<file path="src/rtl/cim_bus_arbiter_pkg.sv">
// Shared types and default sizing for the inter-CIM broadcast bus arbiter.
package cim_bus_arbiter_pkg;

  localparam int unsigned CIM_NUM_CIMS  = 64;
  localparam int unsigned CIM_N_STORAGE = 16;
  localparam int unsigned BUS_LEN_W     = 7;

  typedef enum logic [1:0] {
    BUS_IDLE,
    BUS_ANNOUNCE,
    BUS_XFER,
    BUS_DONE
  } BUS_ARB_STATE_T;

  // Sender id is wide enough to also encode NUM_CIMS itself.
  function automatic int unsigned sender_id_w(input int unsigned n);
    return $clog2(n + 1);
  endfunction

endpackage

</file>
<file path="src/rtl/cim_bus_arbiter_if.sv">
// Request/transfer/broadcast signal bundle between the CIM tiles and the bus arbiter.
interface cim_bus_arbiter_if
  import cim_bus_arbiter_pkg::*;
#(
  parameter int unsigned NUM_CIMS  = CIM_NUM_CIMS,
  parameter int unsigned N_STORAGE = CIM_N_STORAGE,
  parameter int unsigned LEN_W     = BUS_LEN_W
);

  localparam int unsigned IdW = sender_id_w(NUM_CIMS);

  logic [NUM_CIMS-1:0]       req;
  logic [NUM_CIMS*LEN_W-1:0] req_len;
  logic                      tx_valid;
  logic [N_STORAGE-1:0]      tx_data;
  logic [NUM_CIMS-1:0]       gnt;
  logic                      bus_start;
  logic [IdW-1:0]            bus_sender_id;
  logic [LEN_W-1:0]          bus_data_len;
  logic                      bus_valid;
  logic [N_STORAGE-1:0]      bus_data;
  logic                      bus_done;
  logic                      busy;
  logic                      timeout_err;

  // Arbiter side.
  modport master (
    input  req, req_len, tx_valid, tx_data,
    output gnt, bus_start, bus_sender_id, bus_data_len, bus_valid, bus_data, bus_done, busy,
           timeout_err
  );

  // Tile side.
  modport slave (
    output req, req_len, tx_valid, tx_data,
    input  gnt, bus_start, bus_sender_id, bus_data_len, bus_valid, bus_data, bus_done, busy,
           timeout_err
  );

endinterface

</file>
<file path="src/rtl/cim_bus_arbiter_rr.sv">
// Combinational round-robin picker: lowest set request at or above i_ptr, else lowest overall.
module rr_arbiter #(
  parameter int unsigned N    = 64,
  parameter int unsigned IdxW = (N > 1) ? $clog2(N) : 1
) (
  input  logic [N-1:0]    i_req,
  input  logic [IdxW-1:0] i_ptr,
  output logic [N-1:0]    o_gnt,
  output logic [IdxW-1:0] o_idx,
  output logic            o_valid
);

  logic [N-1:0] w_masked;
  logic [N-1:0] w_pick;

  // Bits below the pointer are masked off; fall back to the full vector to wrap around.
  assign w_masked = i_req & ~((N'(1) << i_ptr) - N'(1));
  assign w_pick   = (|w_masked) ? w_masked : i_req;
  assign o_gnt    = w_pick & (~w_pick + N'(1));
  assign o_valid  = |i_req;

  always_comb begin
    o_idx = '0;
    for (int i = 0; i < int'(N); i++) begin
      if (o_gnt[i]) begin
        o_idx = IdxW'(i);
      end
    end
  end

endmodule

</file>
<file path="src/rtl/counter.sv">
// Generic clearable counter; MODE 0 wraps, any other MODE saturates at all-ones.
module counter #(
  parameter int unsigned WIDTH = 8,
  parameter int unsigned MODE  = 0
) (
  input  logic             clk,
  input  logic             rst_n,
  input  logic             i_clr,
  input  logic             i_en,
  output logic [WIDTH-1:0] o_count
);

  logic [WIDTH-1:0] r_count;
  logic [WIDTH-1:0] w_count_next;

  always_comb begin
    w_count_next = r_count;
    if (i_clr) begin
      w_count_next = '0;
    end else if (i_en) begin
      if (MODE == 0 || r_count != '1) begin
        w_count_next = r_count + WIDTH'(1);
      end
    end
  end

  always_ff @(posedge clk or negedge rst_n) begin
    if (!rst_n) begin
      r_count <= '0;
    end else begin
      r_count <= w_count_next;
    end
  end

  assign o_count = r_count;

endmodule

</file>
<file path="src/rtl/cim_bus_arbiter.sv">
// Round-robin owner of the inter-CIM broadcast bus: announce, forward data_len words, release.
// Optional idle-transfer watchdog and sticky timeout_err are enabled with `define BUS_TIMEOUT_EN.
module cim_bus_arbiter
  import cim_bus_arbiter_pkg::*;
#(
  parameter int unsigned NUM_CIMS    = CIM_NUM_CIMS,
  parameter int unsigned N_STORAGE   = CIM_N_STORAGE,
`ifdef BUS_TIMEOUT_EN
  parameter int unsigned LEN_W       = BUS_LEN_W,
  parameter int unsigned TIMEOUT_CYC = 255
`else
  parameter int unsigned LEN_W       = BUS_LEN_W
`endif
) (
  input  logic                  clk,
  input  logic                  rst_n,
  cim_bus_arbiter_if.master     bus
);

  localparam int unsigned IdxW = (NUM_CIMS > 1) ? $clog2(NUM_CIMS) : 1;
  localparam int unsigned IdW  = sender_id_w(NUM_CIMS);

  BUS_ARB_STATE_T r_state;
  BUS_ARB_STATE_T w_state_next;

  logic [NUM_CIMS-1:0]  r_gnt;
  logic [IdW-1:0]       r_sender_id;
  logic [LEN_W-1:0]     r_data_len;
  logic                 r_bus_valid;
  logic [N_STORAGE-1:0] r_bus_data;
  logic [IdxW-1:0]      r_rr_ptr;

  logic [NUM_CIMS-1:0]  w_rr_gnt;
  logic [IdxW-1:0]      w_rr_idx;
  logic                 w_rr_valid;
  logic [LEN_W-1:0]     w_req_len_sel;
  logic [LEN_W-1:0]     w_count;
  logic                 w_accept;
  logic                 w_last;
  logic                 w_timeout;
  logic [IdxW-1:0]      w_ptr_next;

  rr_arbiter #(
    .N    (NUM_CIMS),
    .IdxW (IdxW)
  ) u_rr_arbiter (
    .i_req   (bus.req),
    .i_ptr   (r_rr_ptr),
    .o_gnt   (w_rr_gnt),
    .o_idx   (w_rr_idx),
    .o_valid (w_rr_valid)
  );

  counter #(
    .WIDTH (LEN_W),
    .MODE  (0)
  ) u_word_cnt (
    .clk     (clk),
    .rst_n   (rst_n),
    .i_clr   (r_state == BUS_ANNOUNCE),
    .i_en    (w_accept),
    .o_count (w_count)
  );

  assign w_req_len_sel = bus.req_len[w_rr_idx*LEN_W +: LEN_W];
  assign w_accept      = (r_state == BUS_XFER) && bus.tx_valid;
  assign w_last        = w_accept && (w_count == r_data_len - LEN_W'(1));
  assign w_ptr_next    = (r_sender_id == IdW'(NUM_CIMS - 1)) ? '0
                       : r_sender_id[IdxW-1:0] + IdxW'(1);

`ifdef BUS_TIMEOUT_EN
  localparam int unsigned IdleW = $clog2(TIMEOUT_CYC + 1);

  logic [IdleW-1:0] r_idle_cnt;
  logic             r_timeout_err;

  // Fires on the TIMEOUT_CYC-th consecutive XFER cycle without a valid word.
  assign w_timeout = (r_state == BUS_XFER) && !bus.tx_valid
                   && (r_idle_cnt == IdleW'(TIMEOUT_CYC - 1));

  always_ff @(posedge clk or negedge rst_n) begin
    if (!rst_n) begin
      r_idle_cnt    <= '0;
      r_timeout_err <= 1'b0;
    end else begin
      if (r_state != BUS_XFER || bus.tx_valid) begin
        r_idle_cnt <= '0;
      end else begin
        r_idle_cnt <= r_idle_cnt + IdleW'(1);
      end
      if (w_timeout) begin
        r_timeout_err <= 1'b1;
      end
    end
  end

  assign bus.timeout_err = r_timeout_err;
`else
  assign w_timeout       = 1'b0;
  assign bus.timeout_err = 1'b0;
`endif

  always_comb begin
    w_state_next = r_state;
    unique case (r_state)
      BUS_IDLE:     if (w_rr_valid) w_state_next = BUS_ANNOUNCE;
      BUS_ANNOUNCE: w_state_next = (r_data_len == '0) ? BUS_DONE : BUS_XFER;
      BUS_XFER:     if (w_last || w_timeout) w_state_next = BUS_DONE;
      BUS_DONE:     w_state_next = BUS_IDLE;
      default:      w_state_next = BUS_IDLE;
    endcase
  end

  always_ff @(posedge clk or negedge rst_n) begin
    if (!rst_n) begin
      r_state     <= BUS_IDLE;
      r_gnt       <= '0;
      r_sender_id <= '0;
      r_data_len  <= '0;
      r_bus_valid <= 1'b0;
      r_bus_data  <= '0;
      r_rr_ptr    <= '0;
    end else begin
      r_state     <= w_state_next;
      r_bus_valid <= w_accept;
      if (w_accept) begin
        r_bus_data <= bus.tx_data;
      end
      if (r_state == BUS_IDLE && w_rr_valid) begin
        r_gnt       <= w_rr_gnt;
        r_sender_id <= IdW'(w_rr_idx);
        r_data_len  <= w_req_len_sel;
      end else if (r_state == BUS_DONE) begin
        r_gnt       <= '0;
        r_sender_id <= '0;
        r_data_len  <= '0;
        r_rr_ptr    <= w_ptr_next;
      end
    end
  end

  assign bus.gnt           = r_gnt;
  assign bus.bus_start     = (r_state == BUS_ANNOUNCE);
  assign bus.bus_sender_id = r_sender_id;
  assign bus.bus_data_len  = r_data_len;
  assign bus.bus_valid     = r_bus_valid;
  assign bus.bus_data      = r_bus_data;
  assign bus.bus_done      = (r_state == BUS_DONE);
  assign bus.busy          = (r_state != BUS_IDLE);

endmodule
</file>
<file path="src/flat_wrapper.sv">
// flat-port wrapper written by rule: the top's interface ports become plain ports
module cim_bus_arbiter_flat import cim_bus_arbiter_pkg::*;
#(
  parameter int unsigned NUM_CIMS    = CIM_NUM_CIMS,
  parameter int unsigned N_STORAGE   = CIM_N_STORAGE,

  parameter int unsigned LEN_W       = BUS_LEN_W

)
  (clk, rst_n, bus_req, bus_req_len, bus_tx_valid, bus_tx_data, bus_gnt, bus_bus_start, bus_bus_sender_id, bus_bus_data_len, bus_bus_valid, bus_bus_data, bus_bus_done, bus_busy, bus_timeout_err);
  cim_bus_arbiter_if #(.NUM_CIMS(NUM_CIMS), .N_STORAGE(N_STORAGE), .LEN_W(LEN_W)) bus_i ();
  input  logic clk;
  input  logic rst_n;
  input wire logic [$bits(bus_i.req)-1:0] bus_req;
  input wire logic [$bits(bus_i.req_len)-1:0] bus_req_len;
  input wire logic [$bits(bus_i.tx_valid)-1:0] bus_tx_valid;
  input wire logic [$bits(bus_i.tx_data)-1:0] bus_tx_data;
  output wire logic [$bits(bus_i.gnt)-1:0] bus_gnt;
  output wire logic [$bits(bus_i.bus_start)-1:0] bus_bus_start;
  output wire logic [$bits(bus_i.bus_sender_id)-1:0] bus_bus_sender_id;
  output wire logic [$bits(bus_i.bus_data_len)-1:0] bus_bus_data_len;
  output wire logic [$bits(bus_i.bus_valid)-1:0] bus_bus_valid;
  output wire logic [$bits(bus_i.bus_data)-1:0] bus_bus_data;
  output wire logic [$bits(bus_i.bus_done)-1:0] bus_bus_done;
  output wire logic [$bits(bus_i.busy)-1:0] bus_busy;
  output wire logic [$bits(bus_i.timeout_err)-1:0] bus_timeout_err;
  assign bus_i.req = bus_req;
  assign bus_i.req_len = bus_req_len;
  assign bus_i.tx_valid = bus_tx_valid;
  assign bus_i.tx_data = bus_tx_data;
  assign bus_gnt = bus_i.gnt;
  assign bus_bus_start = bus_i.bus_start;
  assign bus_bus_sender_id = bus_i.bus_sender_id;
  assign bus_bus_data_len = bus_i.bus_data_len;
  assign bus_bus_valid = bus_i.bus_valid;
  assign bus_bus_data = bus_i.bus_data;
  assign bus_bus_done = bus_i.bus_done;
  assign bus_busy = bus_i.busy;
  assign bus_timeout_err = bus_i.timeout_err;
  cim_bus_arbiter #(.NUM_CIMS(NUM_CIMS), .N_STORAGE(N_STORAGE), .LEN_W(LEN_W)) u_core (.clk(clk), .rst_n(rst_n), .bus(bus_i));
endmodule
</file>
<file path="config.mk">
export PLATFORM = sky130hd
export DESIGN_NAME = cim_bus_arbiter_flat
export DESIGN_NICKNAME = d
export VERILOG_FILES = /design/src/rtl/cim_bus_arbiter_pkg.sv /design/src/rtl/cim_bus_arbiter_if.sv /design/src/rtl/cim_bus_arbiter_rr.sv /design/src/rtl/counter.sv /design/src/rtl/cim_bus_arbiter.sv /design/src/flat_wrapper.sv
export SDC_FILE = /design/constraint.sdc
export NUM_CORES = 1
export LEC_CHECK = 0
export CAP_MARGIN = 20
export CORE_AREA = 2 2 248 250
export CTS_BUF_LIST = sky130_fd_sc_hd__clkbuf_16
export CTS_CLUSTER_DIAMETER = 100
export DETAILED_ROUTE_END_ITERATION = 8
export DIE_AREA = 0 0 250 252
export PLACE_DENSITY = 0.49
export SETUP_SLACK_MARGIN = 0.1
export SYNTH_ARGS = -nofsm -noshare
export SYNTH_HDL_FRONTEND = slang
export SYNTH_SLANG_ARGS = --single-unit
</file>
<file path="constraint.sdc">
create_clock -name clk -period 8.65 [get_ports clk]
set_input_delay 1.73 -clock clk [delete_from_list [all_inputs] [get_ports clk]]
set_output_delay 1.73 -clock clk [all_outputs]
set_load 0.01 [all_outputs]
</file>
# After elaboration in Yosys (flattened, before gate mapping)
# Cells that the tools add are included.
# Widths: inputs -> output; s select.
# totals
output_inout_bits	99
input_bits	531
reg_bits	110
# classes
eq_ne	7
bitwise	5
mul	1
n_reduce_logical	12
add_sub_neg	5
muxes	76
n_shift	2
# op_table
operator	n
$shiftx 448x10->7	1
$mux 6	63
$mux 64	3
$and 64x64->64	2
$not 64->64	2
$reduce_or 64->1	2
$add 64x1->64 const B	1
$shl 1x6->64 const A	1
$sub 64x1->64 const B	1
$mux 7	5
$mul 6x3->9 const B	1
$pmux 2 s4	1
$add 7x1->7 const B	1
$eq 7x6->1 const B	1
$eq 7x7->1	1
$logic_not 7->1	1
$sub 7x1->7 const B	1
$add 6x1->6 const B	1
$reduce_bool 2->1	3
$eq 2x2->1 const B	2
$mux 2	2
$ne 2x1->1 const B	2
$reduce_and 2->1	2
$logic_and 1x1->1	3
4 further kinds	5

# Longest topological paths before layout
# Gate-level depths: netlist (run 1).
# logic_depth
depth_word	75
ltp_mapped	33
mapped_depth_nobuf	22

# By module
# A second synthesis (run 1) with hierarchy kept.
# unflattened
hier_cells	1450
area_unflattened_um2	12618.4
# by_module_without_submodules
module	area_per_inst_um2	n_inst	seq_area_each_um2	cells_each
cim_bus_arbiter	7963.9	1	2552.4	696
rr_arbiter	4346.7	1	0.0	725
counter	307.8	1	175.2	29

# Least setup slack after synthesis (run 1)
# Ideal clock, no wire load.
# synth_timing
path_type	input to register
startpoint	in bus_req[4]
endpoint	reg u_core.r_data_len[3], in the netlist u_core.bus.bus_data_len[3]
arrival_time_ns	6.162
cell_stages	24
path_slack_ns	2.369
setup_ns	0.119
path_buffers	7
required_ns	8.531
path_cell_list	inv_1 o311a_1 and4b_1 and2_4 and4_4 and4_4 buf_6 or3_4 a21bo_1 buf_6 or3_1 buf_2 or4_4 and4_1 buf_6 nand2_4 buf_12 buf_6 buf_4 mux2i_1 o22ai_1 a21oi_1 nand4_1 o21a_1
# synth_via
elab_chain_len	72
elab_cells_between_ends	75
# synth_rtl
element	line_no	rtl
start, declared	flat_wrapper.sv:14	input wire logic [$bits(bus_i.req)-1:0] bus_req;
$and 64x64->64	cim_bus_arbiter_rr.sv:17	assign w_masked = i_req & ~((N'(1) << i_ptr) - N'(1));
$reduce_or 64->1	cim_bus_arbiter_rr.sv:18	assign w_pick = (|w_masked) ? w_masked : i_req;
$mux 64	cim_bus_arbiter_rr.sv:18	
$not 64->64	cim_bus_arbiter_rr.sv:19	assign o_gnt = w_pick & (~w_pick + N'(1));
$add 64x1->64	cim_bus_arbiter_rr.sv:19	
$and 64x64->64	cim_bus_arbiter_rr.sv:19	
$mux 1	cim_bus_arbiter_rr.sv:25	if (o_gnt[i]) begin
$mux 6 (62 in a row)	cim_bus_arbiter_rr.sv:25	
$mul 6x3->9	cim_bus_arbiter.sv:65	assign w_req_len_sel = bus.req_len[w_rr_idx*LEN_W +: LEN_W];
$shiftx 448x10->7	cim_bus_arbiter.sv:65	
$mux 7	cim_bus_arbiter.sv:129	if (r_state == BUS_IDLE && w_rr_valid) begin
end signal, assigned	cim_bus_arbiter.sv:132	r_data_len <= w_req_len_sel;
end, declared	cim_bus_arbiter.sv:28	logic [LEN_W-1:0] r_data_len;
# Several ways; a longest one is shown, not always the timed one.
# A chain may end at the register's enable or synchronous reset.

# Worst setup path in the final report (run 1)
# layout_timing
startpoint	in bus_req[47]
endpoint	reg u_core.r_data_len[1], in the netlist u_core.bus.bus_data_len[1]
# Same word-level chain as after synthesis.

==> results of run 1 <==
-- worst max-delay path: stages --
cell,delay (ps)
clkdlybuf4s50_1,630
a2111oi_0,640
a21oi_1,200
a2111oi_0,420
nand4_1,170
nor3_1,330
nand4_1,260
buf_4,220
buf_12,160
o21ai_0,160
buf_4,140
a2111oi_0,50
buf_4,180
a311oi_1,250
buf_4,180
o2111ai_1,240
buf_4,270
nor4b_4,380
buf_12,200
buf_4,310
nor2b_4,300
buf_12,200
a32o_2,330
o22a_1,170
nand4_1,190
o21a_1,240
-- final timing paths --
check	depth (start not counted)	slack (ps)	start	to
max	26	320	bus_req[47]	u_core.bus.bus_data_len[1]$_DFFE_PN0P_
min	2	480	u_core.bus.bus_data[1]$_DFFE_PN0P_	u_core.bus.bus_data[1]$_DFFE_PN0P_
max reg2reg	32	530	u_core.r_rr_ptr[2]$_DFFE_PN0P_	u_core.bus.bus_data_len[1]$_DFFE_PN0P_
min reg2reg	2	480	u_core.bus.bus_data[1]$_DFFE_PN0P_	u_core.bus.bus_data[1]$_DFFE_PN0P_
max in group asynchronous	2	5900	rst_n	u_core.bus.bus_data_len[1]$_DFFE_PN0P_
min in group asynchronous	1	1300	rst_n	u_core.bus.gnt[23]$_DFFE_PN0P_
-- power groups by stage --
stage	Sequential, mW	Combinational [mW]	Clock (mW)
detailed placement	0.757	8.32	0
global route	0.759	8.90	0.520
finish	0.748	8.43	0.496
CTS	0.747	8.35	0.510
floorplan	0.744	4.60	0
global placement	0.752	8.32	0
-- repair_timing --
item,in CTS,in global routing
endpoints found under the setup margin,1,6
pin swaps,0,1
resized for setup,1,6
-- sequential cells by signal, indices dropped and copies added (netlist names) --
name                       cells
u_core.r_state                 2
u_core.r_rr_ptr                6
u_core.bus.bus_valid           1
u_core.bus.gnt                64
u_core.u_word_cnt.o_count      7
u_core.bus.bus_sender_id       6
u_core.bus.bus_data_len        7
u_core.bus.bus_data           16
-- Yosys cell counts, drive strengths merged (27+ instances only) --
master	instances
a21oi	73
o211ai	27
o21ai	110
nor2	87
nor4	32
a32oi	31
buf	78
inv	39
nand2	316
clkbuf	42
nand4	43
dfrtp	109
mux2i	182
nor3	41
nand3	74
-- cell families after synthesis --
family	synth area share
compound gates	0.284
xor+xnor	0.0170
fa+ha+maj	0.00841
buf+inv	0.0631
flops	0.204
mux	0.155
other cells	0.000280
simple gates	0.269
-- area by class of cell --
type	instances	area, µm²
inverter	40	150
sequential	109	2730
tap	782	978
fill	6429	38100
antenna	2	5.00
timing repair buffer	828	8010
clock buffer	9	225
multi-input combinational	1499	9880
clock inverter	5	85.1
-- metal layers --
metal | routed length [µm] | up-vias
met2 | 48600 | 778
met5 | 13 | -
met1 | 40700 | 8951
met3 | 5350 | 71
met4 | 1790 | 2
li1 | - | 8186
==> results.ini, run 1 <==
[timing]
worst_slew_pin_slew_ps=1060
clock_skew_ps=24.4
setup_tns_ps=0
period_minus_slack_ps=8330
holdWs_ps=480
fmax_ghz=0.120
fin_crit_sh=0.963
slew_violations=0
setup_ws_ps=319
setup_viol=0
rsz0062_at_grt=no
max_slew_margin=0.285
finalHoldViolCount=0

[grt]
grt_max_degree=70
grt_pass1_wl_um=134000
grt_busiest_layer=met2
grt_usage=0.294
grt_antenna_before_repair=6
grt-ovfl-total=0
met2_usage=0.528
grt_use_met3=0.0412
grtUsageMet1=0.373
grt_pass1_vias=18100

[setup_path]
critPathRequiredTime_ps=8930
arrival_ps=8610
critPathKind=in -> reg
cp-end-kind=flop
critPathLaunchType=input pin
cp_max_fo=25

[route]
drt-initial-drc-count=1715
firstDrtPassIters=6
viasPerCell=5.49
wl_per_cell_um=29.5
ant_nets=0
drt_wl_total_um=96500
num_vias=18000
drc=0

[run]
max_cap_viol_count=0

[power]
combPwrFrac=0.871
p_sw_mw=5.28
p_int_mw=4.40
p_leak_nw=8.99
swShare=0.545
pwr-share-clk=0.051
ir_drop_uv=278
p_per_area_nw_per_um2=438
power_mw=9.67
power_frac_seq=0.077

[placement]
dp.cells=3257
dpl-instance-area_um2=21700
gp_congestion=1.00
place_ws_ps=-329
port_buffers=627
hpwl_um=81500

[cts]
cts_sinks=109
post-cts-setup-buffers=0
cts_max_level=3
holdBufCountCts=0
cts_root_buffer=clkbuf_16
clock_latency_ps=410
clockBufferDepth=2
clk_pin_slew_worst_paths_ps=80
numCtsBuffers=9
tritoncts=done

[die]
die_width_um=250
io_pins=630
num_rows=90
start_util=0.223
coreArea_um2=60100
chipHeight_um=252
dieArea_um2=63000

[synthesis]
ys_ff_latch=109
yosys_warnings=0
ys_async_sr_fraction=1.00
avgSynthCellArea_um2=7.58
synth_top_area_share=0.204
yosysSeqAreaShare=0.204
synth_top_flop_cell=dfrtp_1
synth_cell_types=105
synth_area_um2=13400
synthCells=1767
yosysTopAreaCell=dfrtp_1
synth-edff-count=0
yosys-top-cells-area=dfrtp_1 (20%), mux2i_1 (14%), nand2_1 (8.8%)

[status]
status=completed

[final_layout]
final_common_cell=clkdlybuf4s50_1
final_layout_size_suffix_gt1_frac=0.119
fin_area_um2=22100
final-instance-count-excl-fill=3274
final_util=0.367
area_growth_pct=64.7
layout_common_cells=clkdlybuf4s50_1 (626), nand2_1 (315), buf_4 (183), mux2i_1 (182), dfrtp_1 (109)
nets=3027

[worst_hold_path]
hold_path.class=reg -> reg

Note: power is estimated with default switching activity, not from simulation.
==> inputs of run 2 (changes only) <==
Settings changed: CAP_MARGIN 20 to default.
==> run 2 against run 1 <==
Compared with the run above: register-to-register slack lost 190 ps; non-clock buffer count shrank 2; count of clock-buffer cells in the layout is the same; final area shrank 0.26%; critical path depth shrank 5; worst setup slack lost 45 ps; combinational power shrank 0.6%; flip-flop and latch count is the same; maximum frequency shrank 0.53%; die area is the same; total power shrank 0.78%; critical path type unchanged; largest power group unchanged.
==> results.ini, run 2 (synthesis results as in run 1) <==
[status]
status=completed  ; unchanged

[die]
chipHeight_um=252  ; unchanged
io_pins=630  ; unchanged
num_rows=90  ; unchanged
start_util=0.223  ; unchanged
die_width_um=250  ; unchanged
coreArea_um2=60100  ; unchanged
dieArea_um2=63000  ; unchanged

[setup_path]
worst-r2r-setup-slack_ps=340  ; was 530 ps
cpMostUsedCell=buf_4  ; unchanged
cp-end-kind=flop  ; unchanged
crit_chain=clkdlybuf4s50_1, a2111oi_0, a21oi_1, a2111oi_0, nand4_1, nor3_1, nand4_1, buf_4, o21ai_1, a31oi_1, nor4_2, o2111ai_1, buf_4, nor4b_4, buf_12, buf_4, nor2b_2, buf_12, a32o_1, o22ai_1, o31a_1
cp_num_buf_inv=6  ; was 10
r2r_start=u_core.r_rr_ptr[2]$_DFFE_PN0P_  ; unchanged
ff2ff_path_depth=27  ; was 32
cpPeakStageDelay_ps=640  ; about the same
critPathKind=in -> reg  ; unchanged
cp_max_fo=21  ; was 25
arrival_ps=8660  ; was 8610 ps
critPathRequiredTime_ps=8930  ; about the same
critPathLaunchType=input pin  ; unchanged
reg2reg_to=u_core.bus.bus_data_len[2]$_DFFE_PN0P_  ; was u_core.bus.bus_data_len[1]$_DFFE_PN0P_
crit_family=compound AO/OA/AOI/OAI gates  ; unchanged
slowest_stage=clkdlybuf4s50_1  ; was a2111oi_0

[cts]
tritoncts=done  ; unchanged
clock_latency_ps=410  ; about the same
clk_pin_slew_worst_paths_ps=80  ; about the same
cts_max_level=3  ; unchanged
clockBufferDepth=2  ; unchanged
numCtsBuffers=9  ; unchanged
post-cts-setup-buffers=0  ; unchanged
cts_root_buffer=clkbuf_16  ; unchanged
cts_sinks=109  ; unchanged

[power]
combPwrFrac=0.874  ; was 0.871
swShare=0.548  ; was 0.545
p_sw_mw=5.26  ; was 5.28 mW
p_per_area_nw_per_um2=436  ; was 438 nW/µm²
power_mw=9.60  ; was 9.67 mW
ir_drop_uv=294  ; was 278 µV
power_frac_seq=0.078  ; was 0.077
p_leak_nw=8.95  ; was 8.99 nW
p_int_mw=4.33  ; was 4.40 mW
pwr-share-clk=0.048  ; was 0.051

[route]
drt_wl_total_um=96300  ; was 96500 µm
drc=0  ; unchanged
highest_layer=met5  ; unchanged
num_vias=18000  ; about the same
ant_nets=0  ; unchanged
drt-initial-drc-count=1450  ; was 1715
viasPerCell=5.51  ; was 5.49
firstDrtPassIters=7  ; was 6
m1WireLength_um=40100  ; was 40700 µm
wl_met2_um=48200  ; was 48600 µm
met3WireLength_um=5660  ; was 5350 µm
wl_per_cell_um=29.4  ; was 29.5 µm

[placement]
gp_congestion=1.00  ; unchanged
place_ws_ps=-367  ; was -329 ps
hpwl_um=81500  ; about the same
port_buffers=627  ; unchanged

[grt]
grt_pass1_vias=18200  ; was 18100
grt_max_degree=70  ; unchanged
grt-ovfl-total=0  ; unchanged
grt_pass1_wl_um=134000  ; about the same
grt_usage=0.294  ; about the same
grt_antenna_before_repair=8  ; was 6

[timing]
setup_viol=0  ; unchanged
worst_slew_pin_slew_ps=1110  ; was 1060 ps
fin_crit_sh=0.968  ; was 0.963
period_minus_slack_ps=8380  ; was 8330 ps
setup_tns_ps=0  ; unchanged
max_slew_margin=0.260  ; was 0.285
clock_skew_ps=23.4  ; was 24.4 ps
fmax_ghz=0.119  ; was 0.120 GHz
finalHoldViolCount=0  ; unchanged
holdWs_ps=480  ; about the same
setup_ws_ps=274  ; was 319 ps
rsz0062_at_grt=yes  ; was no
slew_violations=0  ; unchanged

[final_layout]
final_common_cell=clkdlybuf4s50_1  ; unchanged
final_util=0.366  ; was 0.367
area_growth_pct=64.3  ; was 64.7%
largest_reg_flops=64  ; unchanged
final_layout_size_suffix_gt1_frac=0.118  ; was 0.119
layout_common_cells=clkdlybuf4s50_1 (626), nand2_1 (315), buf_4 (183), mux2i_1 (182), dfrtp_1 (109)  ; unchanged
nets=3025  ; was 3027

[worst_hold_path]
hold_path.class=reg -> reg  ; unchanged
worstHoldStart=u_core.bus.bus_data[1]$_DFFE_PN0P_  ; unchanged
min_path_cells=2  ; unchanged
hold_path_end=u_core.bus.bus_data[1]$_DFFE_PN0P_  ; unchanged

[run]
max_cap_viol_count=0  ; unchanged

-- run 2: area by class of cell --
cell class | instances | area, µm²
diodes | 1 | 2.50
flip-flops and latches | 109 | 2730
multi-input cells | 1499 | 9870
fillers | 6382 | 38100
repair buffers | 826 | 7980
inverters | 40 | 150
clock buffers | 9 | 225
clock inverters | 6 | 70.1
well taps | 782 | 978
-- run 2: worst max-delay path by stage --
stage,start,end,depth (start not counted)
final,bus_req[47],u_core.bus.bus_data_len[2]$_DFFE_PN0P_,21
after global routing,bus_req[31],u_core.bus.bus_data_len[5]$_DFFE_PN0P_,25
after CTS,bus_req[31],u_core.bus.bus_data_len[1]$_DFFE_PN0P_,25
after detailed placement,bus_req[31],u_core.bus.bus_data_len[1]$_DFFE_PN0P_,25
after global placement,bus_req[31],u_core.bus.bus_data_len[1]$_DFFE_PN0P_,24
after floorplan,bus_req[4],u_core.bus.bus_data_len[3]$_DFFE_PN0P_,24
-- run 2: power by group through the flow --
| stage | clock [mW] | sequential (mW) | combinational [mW] |
|---|---|---|---|
| floorplan | 0 | 0.744 | 4.60 |
| global placement | 0 | 0.752 | 8.32 |
| detailed placement | 0 | 0.756 | 8.31 |
| CTS | 0.482 | 0.746 | 8.34 |
| global route | 0.496 | 0.758 | 8.86 |
| finish | 0.465 | 0.746 | 8.38 |
-- run 2: worst min-delay path: cells and delay by family, from the launching register on --
family           cells  cell delay, ps
AND/OR/NAND/NOR      2             100
flip-flops           1             350
-- run 2: repair_timing --
action | 4_1_cts | 5_1_grt
hold buffers | 0 | 0
gates resized for setup | 1 | 3
pin swaps | 0 | 1
setup endpoints to repair | 2 | 6
-- run 2: per-layer routing --
metal	up-vias	track usage
met1	8902	0.371
met4	6	0.0746
met5	-	0
met3	96	0.0438
met2	824	0.524
li1	8188	-
-- run 2: stage by stage --
stage	std cells	cell area, µm²
after floorplan	1768	13400
after global routing	3272	22000
after CTS	3271	22000
final	3272	22000
after detailed placement	3256	21700
after global placement	3256	21700
==> inputs of run 3 (changes only) <==
Settings changed: GPL_TIMING_DRIVEN from default to 0.
==> run 3 against run 2 <==
Compared with the run above: die area unchanged; critical endpoint is now u_core.bus.bus_data_len[5]$_DFFE_PN0P_; final area is 3.4% lower; via count grew 2.2%; maximum frequency fell by 1.6%; hold slack worse by 2.1 ps; critical path depth grew 7; worst setup slack got worse by 140 ps.
==> results.ini, run 3 (synthesis results as in run 1) <==
[route]
wl_per_cell_um=32.2  ; was 29.4 µm
num_vias=18400  ; was 18000
firstDrtPassIters=6  ; was 7
drt_wl_total_um=103000  ; was 96300 µm
viasPerCell=5.75  ; was 5.51
drt-initial-drc-count=1974  ; was 1450
drc=0  ; unchanged
ant_nets=0  ; unchanged

[power]
ir_drop_uv=288  ; was 294 µV
power_mw=9.33  ; was 9.60 mW
p_leak_nw=8.44  ; was 8.95 nW
p_per_area_nw_per_um2=439  ; was 436 nW/µm²

[final_layout]
area_growth_pct=58.7  ; was 64.3%
final-instance-count-excl-fill=3204  ; was 3272
final_common_cell=clkdlybuf4s50_1  ; unchanged
final_layout_size_suffix_gt1_frac=0.0863  ; was 0.118
largest_reg_flops=64  ; unchanged
nets=2956  ; was 3025
layout_common_cells=clkdlybuf4s50_1 (624), nand2_1 (315), mux2i_1 (176), dfrtp_1 (109), o21ai_0 (102)  ; was clkdlybuf4s50_1 (626), nand2_1 (315), buf_4 (183), mux2i_1 (182), dfrtp_1 (109)

[die]
chipHeight_um=252  ; unchanged
io_pins=630  ; unchanged
dieArea_um2=63000  ; unchanged
die_width_um=250  ; unchanged
coreArea_um2=60100  ; unchanged
start_util=0.223  ; unchanged
num_rows=90  ; unchanged

[placement]
port_buffers=625  ; was 627
dp.cells=3176  ; was 3256
gp_congestion=1.03  ; was 1.00
hpwl_um=86800  ; was 81500 µm

[cts]
clk_pin_slew_worst_paths_ps=90  ; was 80 ps
tritoncts=done  ; unchanged
cts_max_level=3  ; unchanged
cts_root_buffer=clkbuf_16  ; unchanged
numCtsBuffers=9  ; unchanged
cts_sinks=109  ; unchanged
clockBufferDepth=2  ; unchanged
holdBufCountCts=0  ; unchanged
clock_latency_ps=410  ; about the same

[setup_path]
cp_max_fo=10  ; was 21
cp-end-kind=flop  ; unchanged
cpPeakStageDelay_ps=670  ; was 640 ps
cpMostUsedCell=buf_2  ; was buf_4
arrival_ps=8800  ; was 8660 ps
slowest_stage=o211ai_1  ; was clkdlybuf4s50_1
critPathLaunchType=flop  ; was input pin
critPathRequiredTime_ps=8940  ; was 8930 ps
critPathKind=reg -> reg  ; was in -> reg

[timing]
setup_viol=0  ; unchanged
finalHoldViolCount=0  ; unchanged
worst_slew_pin_slew_ps=1050  ; was 1110 ps
fin_crit_sh=0.984  ; was 0.968
fmax_ghz=0.117  ; was 0.119 GHz
slew_violations=0  ; unchanged
period_minus_slack_ps=8510  ; was 8380 ps
clock_skew_ps=22.6  ; was 23.4 ps
rsz0062_at_grt=no  ; was yes
max_slew_margin=0.291  ; was 0.260

[grt]
grt_max_degree=82  ; was 70
grt_pass1_vias=18000  ; was 18200
grt-ovfl-total=0  ; unchanged
grt_antenna_before_repair=5  ; was 8
grt_usage=0.312  ; was 0.294
grt_pass1_wl_um=139000  ; was 134000 µm

[worst_hold_path]
hold_path.class=reg -> reg  ; unchanged

[status]
status=completed  ; unchanged

[run]
max_cap_viol_count=0  ; unchanged

-- run 3: changes by cell type in the layout (fill, tap and decap cells not counted), sizes merged --
| cell | change |
|---|---|
| buf | -112 |
| clkbuf | +45 |
| clkdlybuf4s50 | -2 |
| clkinv | +2 |
| bufinv | -1 |
-- run 3: power by group --
| part | internal, mW | switching (mW) |
|---|---|---|
| Combinational | 2.88 | 5.26 |
| Clock | 0.206 | 0.256 |
| Sequential | 0.617 | 0.117 |
| Total | 3.70 | 5.63 |
-- run 3: worst paths after layout --
check                                               start                                       to  slack (ps)  depth (start not counted)
max in group asynchronous                           rst_n  u_core.bus.bus_sender_id[4]$_DFFE_PN0P_        6680                          2
max reg2reg                u_core.r_rr_ptr[1]$_DFFE_PN0P_   u_core.bus.bus_data_len[5]$_DFFE_PN0P_         140                         28
min in group asynchronous                           rst_n           u_core.bus.gnt[11]$_DFFE_PN0P_        1200                          1
min                        u_core.bus.gnt[24]$_DFFE_PN0P_           u_core.bus.gnt[24]$_DFFE_PN0P_         480                          2
max                        u_core.r_rr_ptr[1]$_DFFE_PN0P_   u_core.bus.bus_data_len[5]$_DFFE_PN0P_         140                         28
min reg2reg                u_core.bus.gnt[24]$_DFFE_PN0P_           u_core.bus.gnt[24]$_DFFE_PN0P_         480                          2
-- run 3: routing by layer --
| metal | vias to the layer above | share of wire | track usage |
|---|---|---|---|
| met5 | - | 0.00030 | 0 |
| met4 | 4 | 0.032 | 0.0926 |
| met3 | 163 | 0.076 | 0.0499 |
| met2 | 1098 | 0.49 | 0.547 |
| met1 | 9089 | 0.40 | 0.393 |
| li1 | 8054 | - | - |
-- run 3: timing repair --
| item | in CTS | in global routing |
|---|---|---|
| buffers inserted | 2 | 9 |
| gates resized for setup | 26 | 37 |
| pin swaps | 2 | 6 |
| setup endpoints to repair | 9 | 8 |
| hold endpoints to repair | 0 | 0 |
-- run 3: stage by stage --
stage | util | hold WS (ps) | setup WS [ps] | cell area (µm²) | TNS [ps]
5_1_grt | 0.354 | 506 | 87.4 | 21300 | 0
2_1_floorplan | - | 505 | 2370 | 13400 | 0
4_1_cts | 0.351 | 485 | 87.0 | 21100 | 0
6_report | 0.354 | 478 | 136 | 21300 | 0
3_5_place_dp | 0.344 | 465 | -1440 | 20700 | -9410
3_3_place_gp | 0.343 | 457 | -1520 | 20600 | -9690
-- run 3: worst max-delay path, delay by kind of cell, from the launching register on --
kind	cells	cell delay, ps
adder cells (fa/ha/maj)	1	140
flip-flops	1	480
AND/OR/NAND/NOR	10	2340
buffers and inverters	9	2910
AO/OA/AOI/OAI	8	2490
-- run 3: cell type report --
type | instances | area, µm²
inverter | 40 | 150
fill | 6482 | 38900
clock inverter | 7 | 77.6
sequential | 109 | 2730
clock buffer | 9 | 225
tap | 782 | 978
timing repair buffer | 637 | 6370
buffer | 120 | 722
multi-input combinational | 1499 | 10000
antenna | 1 | 2.50
==> RTL edit, RTL diff (config.mk and constraints of run 3) <==
The option `BUS_TIMEOUT_EN` is turned on by a define.
--- a/src/rtl/cim_bus_arbiter.sv
+++ b/src/rtl/cim_bus_arbiter.sv
@@ -1,4 +1,6 @@
 // Round-robin owner of the inter-CIM broadcast bus: announce, forward data_len words, release.
 // Optional idle-transfer watchdog and sticky timeout_err are enabled with `define BUS_TIMEOUT_EN.
+`define BUS_TIMEOUT_EN
+
 module cim_bus_arbiter
   import cim_bus_arbiter_pkg::*;
Function: same outputs for any inputs over 4 cycles, from zero or initial values and one cycle with rst_n low; that may be too few to reach the edited logic, so the function may still have changed.
==> RTL edit against run 3 <==
Die area unchanged; utilization rose by 3.3 points; non-clock buffer count rose by 34; design area grew 9.3%; count of clock-buffer cells in the layout is 8 higher; sequential cell count up 9; synthesized area increased by 9.1%; first-iteration DRC count up 14%; total power increased by 18%; routed wire length up 15%; setup slack worse by 0.067 ns; register-to-register slack worse by 0.02 ns; global-route usage increased by 4.9 points; highest routed layer unchanged.
==> RTL edit: results (changes against run 3) <==
* CP delay by family, top: simple AND/OR/NAND/NOR gates (was buffers and inverters)
* Worst-margin pin slew at 0.982 ns (was 1.05 ns)
* Beginning of the worst hold path: u_core.bus.bus_data[12]$_DFFE_PN0P_ (was u_core.bus.gnt[24]$_DFFE_PN0P_)
* Fraction of synthesized area in multiplexers at 10.9% (was 15.5%)
* Number of search-and-repair iterations in the first detailed-routing pass at 8 (was 6)
* Clock buffer count from CTS at 17 (was 9)
* Final nets at 3187 (was 2956)
* GRT Resource Usage Total at 36.1% (was 31.2%)
* Placed inst area at 21900 um2 (was 20700 um2)
* Peak VDD IR at 414 uV (was 288 uV)
* H-Tree Depth at 4 (was 3)
* Slowest CP cell: or4_4 (was o211ai_1)
* Critical Path Max Stage Delay at 0.60 ns (was 0.67 ns)
* Detailed-route wire length per cell at 34.6 um (was 32.2 um)
* R2r startpoint: u_core.r_rr_ptr[5]$_DFFE_PN0P_ (was u_core.r_rr_ptr[1]$_DFFE_PN0P_)
* Part of the Yosys area used for sequential elements at 20.2% (was 20.4%)
* Count of vias placed by the detailed router at 20900 (was 18400)
* Count of cell types in the netlist at 111 (was 105)
* Source-to-sink clock delay at the later pin of the worst-skew pair at 0.44 ns (was 0.41 ns)
* Top cells by area, synth: dfrtp_1, nand2_1, mux2i_1 (was dfrtp_1, mux2i_1, nand2_1)
* Reg2reg path depth at 34 (was 28)
* Synth Area in XOR/XNOR at 1.98% (was 1.70%)
* Worst Skew at 0.0142 ns (was 0.0226 ns)
* Number of global-route vias before repair at 20300 (was 18000)
* Setup fix buffers added after clock tree synthesis at 10 (was 2)
* Result of the run: finished clean (unchanged)
* Sum of net half-perimeters after detailed placement at 102 mm (was 86.8 mm)
* Launching element of the worst setup path: bus_req[31] (was u_core.r_rr_ptr[1]$_DFFE_PN0P_)
* IO Port Bufs at 627 (was 625)
* Placement Setup Slack at -2.28 ns (was -1.44 ns)
* Detailed Route Iter0 Violations at 2241 (was 1974)
* Proportion of layout cells with a drive suffix above 1 at 12.6% (was 8.63%)
* Top cell types by occurrence after synthesis: nand2_1, nand3_1, o21ai_0 (was nand2_1, mux2i_1, dfrtp_1)
* Routability congestion estimate at 0.986 (was 1.03)
* Number of antenna violations at the first check in global routing at 7 (was 5)
* Maximum number of pins on one net before global-route repair at 88 (was 82)
* Static leakage power at 8.94 nW (was 8.44 nW)
* Resized Gates After CTS at 95 (was 26)
* Number of flip-flops in the largest register at 64 (unchanged)
* Adder and majority cell fraction of the synthesized area at 1.01% (was 0.840%)
* Critical path data arrival time at 8.88 ns (was 8.80 ns)
## RTL edit: cell count changes in the layout (fill, tap and decap cells not counted), moves of 13 or more
cell / delta
nor2_1: +27
mux2_2: +27
mux2i_1: -75
a22oi_1: -19
a32oi_1: -19
buf_4: +13
nand3b_1: +15
o21ai_0: +17
a21oi_1: +15
nand2_1: -25
nand3_1: +97
## RTL edit: worst reg2reg max path, delay by kind of cell (launching register included)
family | cells | cell delay, ns
AOI/OAI and AO/OA | 9 | 2.35
adders and majority gates | 1 | 0.15
buffers and inverters | 15 | 3.55
DFF | 1 | 0.46
and+or+nand+nor | 9 | 1.90
## RTL edit: where the power goes
| group | switching (mW) | leakage (nW) | total [mW] | internal, mW |
|---|---|---|---|---|
| clock network | 0.282 | 0.262 | 0.705 | 0.423 |
| logic | 6.37 | 7.08 | 9.50 | 3.13 |
| registers | 0.124 | 1.59 | 0.789 | 0.665 |
## RTL edit: stage by stage
stage	TNS, ns	power [mW]	util (%)	std cells	hold slack (ns)
finish	0	11.0	38.7	3442	0.473
global route	0	11.3	38.6	3441	0.501
CTS	0	10.5	38.1	3433	0.477
detailed placement	-18.69	9.58	36.4	3391	0.462
global placement	-19.72	9.57	36.4	3390	0.452
floorplan	0	5.89	-	1981	0.492
## RTL edit: per-layer routing
layer	track usage, %	share of wire [%]	vias up
met1	46.1	41	10300
li1	-	-	8859
met4	18.3	5.9	8
met3	7.92	9.2	269
met5	0	0.047	-
met2	57.3	44	1442
## RTL edit: path summary, 6_finish.rpt
kind | end | slack (ns)
setup / recovery | u_core.bus.bus_data_len[0]$_DFFE_PN0P_ | 0.07
hold / removal | u_core.bus.bus_data[12]$_DFFE_PN0P_ | 0.47
setup reg to reg | u_core.bus.bus_data_len[0]$_DFFE_PN0P_ | 0.12
hold reg to reg | u_core.bus.bus_data[12]$_DFFE_PN0P_ | 0.47
max in group asynchronous | u_core.u_word_cnt.o_count[1]$_DFFE_PN0P_ | 6.66
min in group asynchronous | u_core.bus.gnt[2]$_DFFE_PN0P_ | 1.17
## RTL edit: cell families (layout without fill, tap and decap cells)
kind of cell | Yosys count | count (layout)
AO/OA/AOI/OAI | 570 | 570
XOR/XNOR | 33 | 33
adder cells (fa/ha/maj) | 12 | 12
buffers and inverters | 190 | 867
flip-flops | 118 | 118
multiplexers | 153 | 153
other | 1 | 3
AND/OR/NAND/NOR | 904 | 904
## RTL edit: area by class of cell
class | instances | area (um2) | area share, %
Antenna cell | 2 | 5.00 | 0.0215
Sequential cell | 118 | 2950 | 12.7
Multi-Input combinational cell | 1673 | 11300 | 48.4
Clock buffer | 17 | 425 | 1.83
Inverter | 44 | 165 | 0.711
Timing Repair Buffer | 646 | 6440 | 27.7
Clock inverter | 15 | 156 | 0.673
Buffer | 145 | 865 | 3.72
Tap cell | 782 | 978 | 4.21
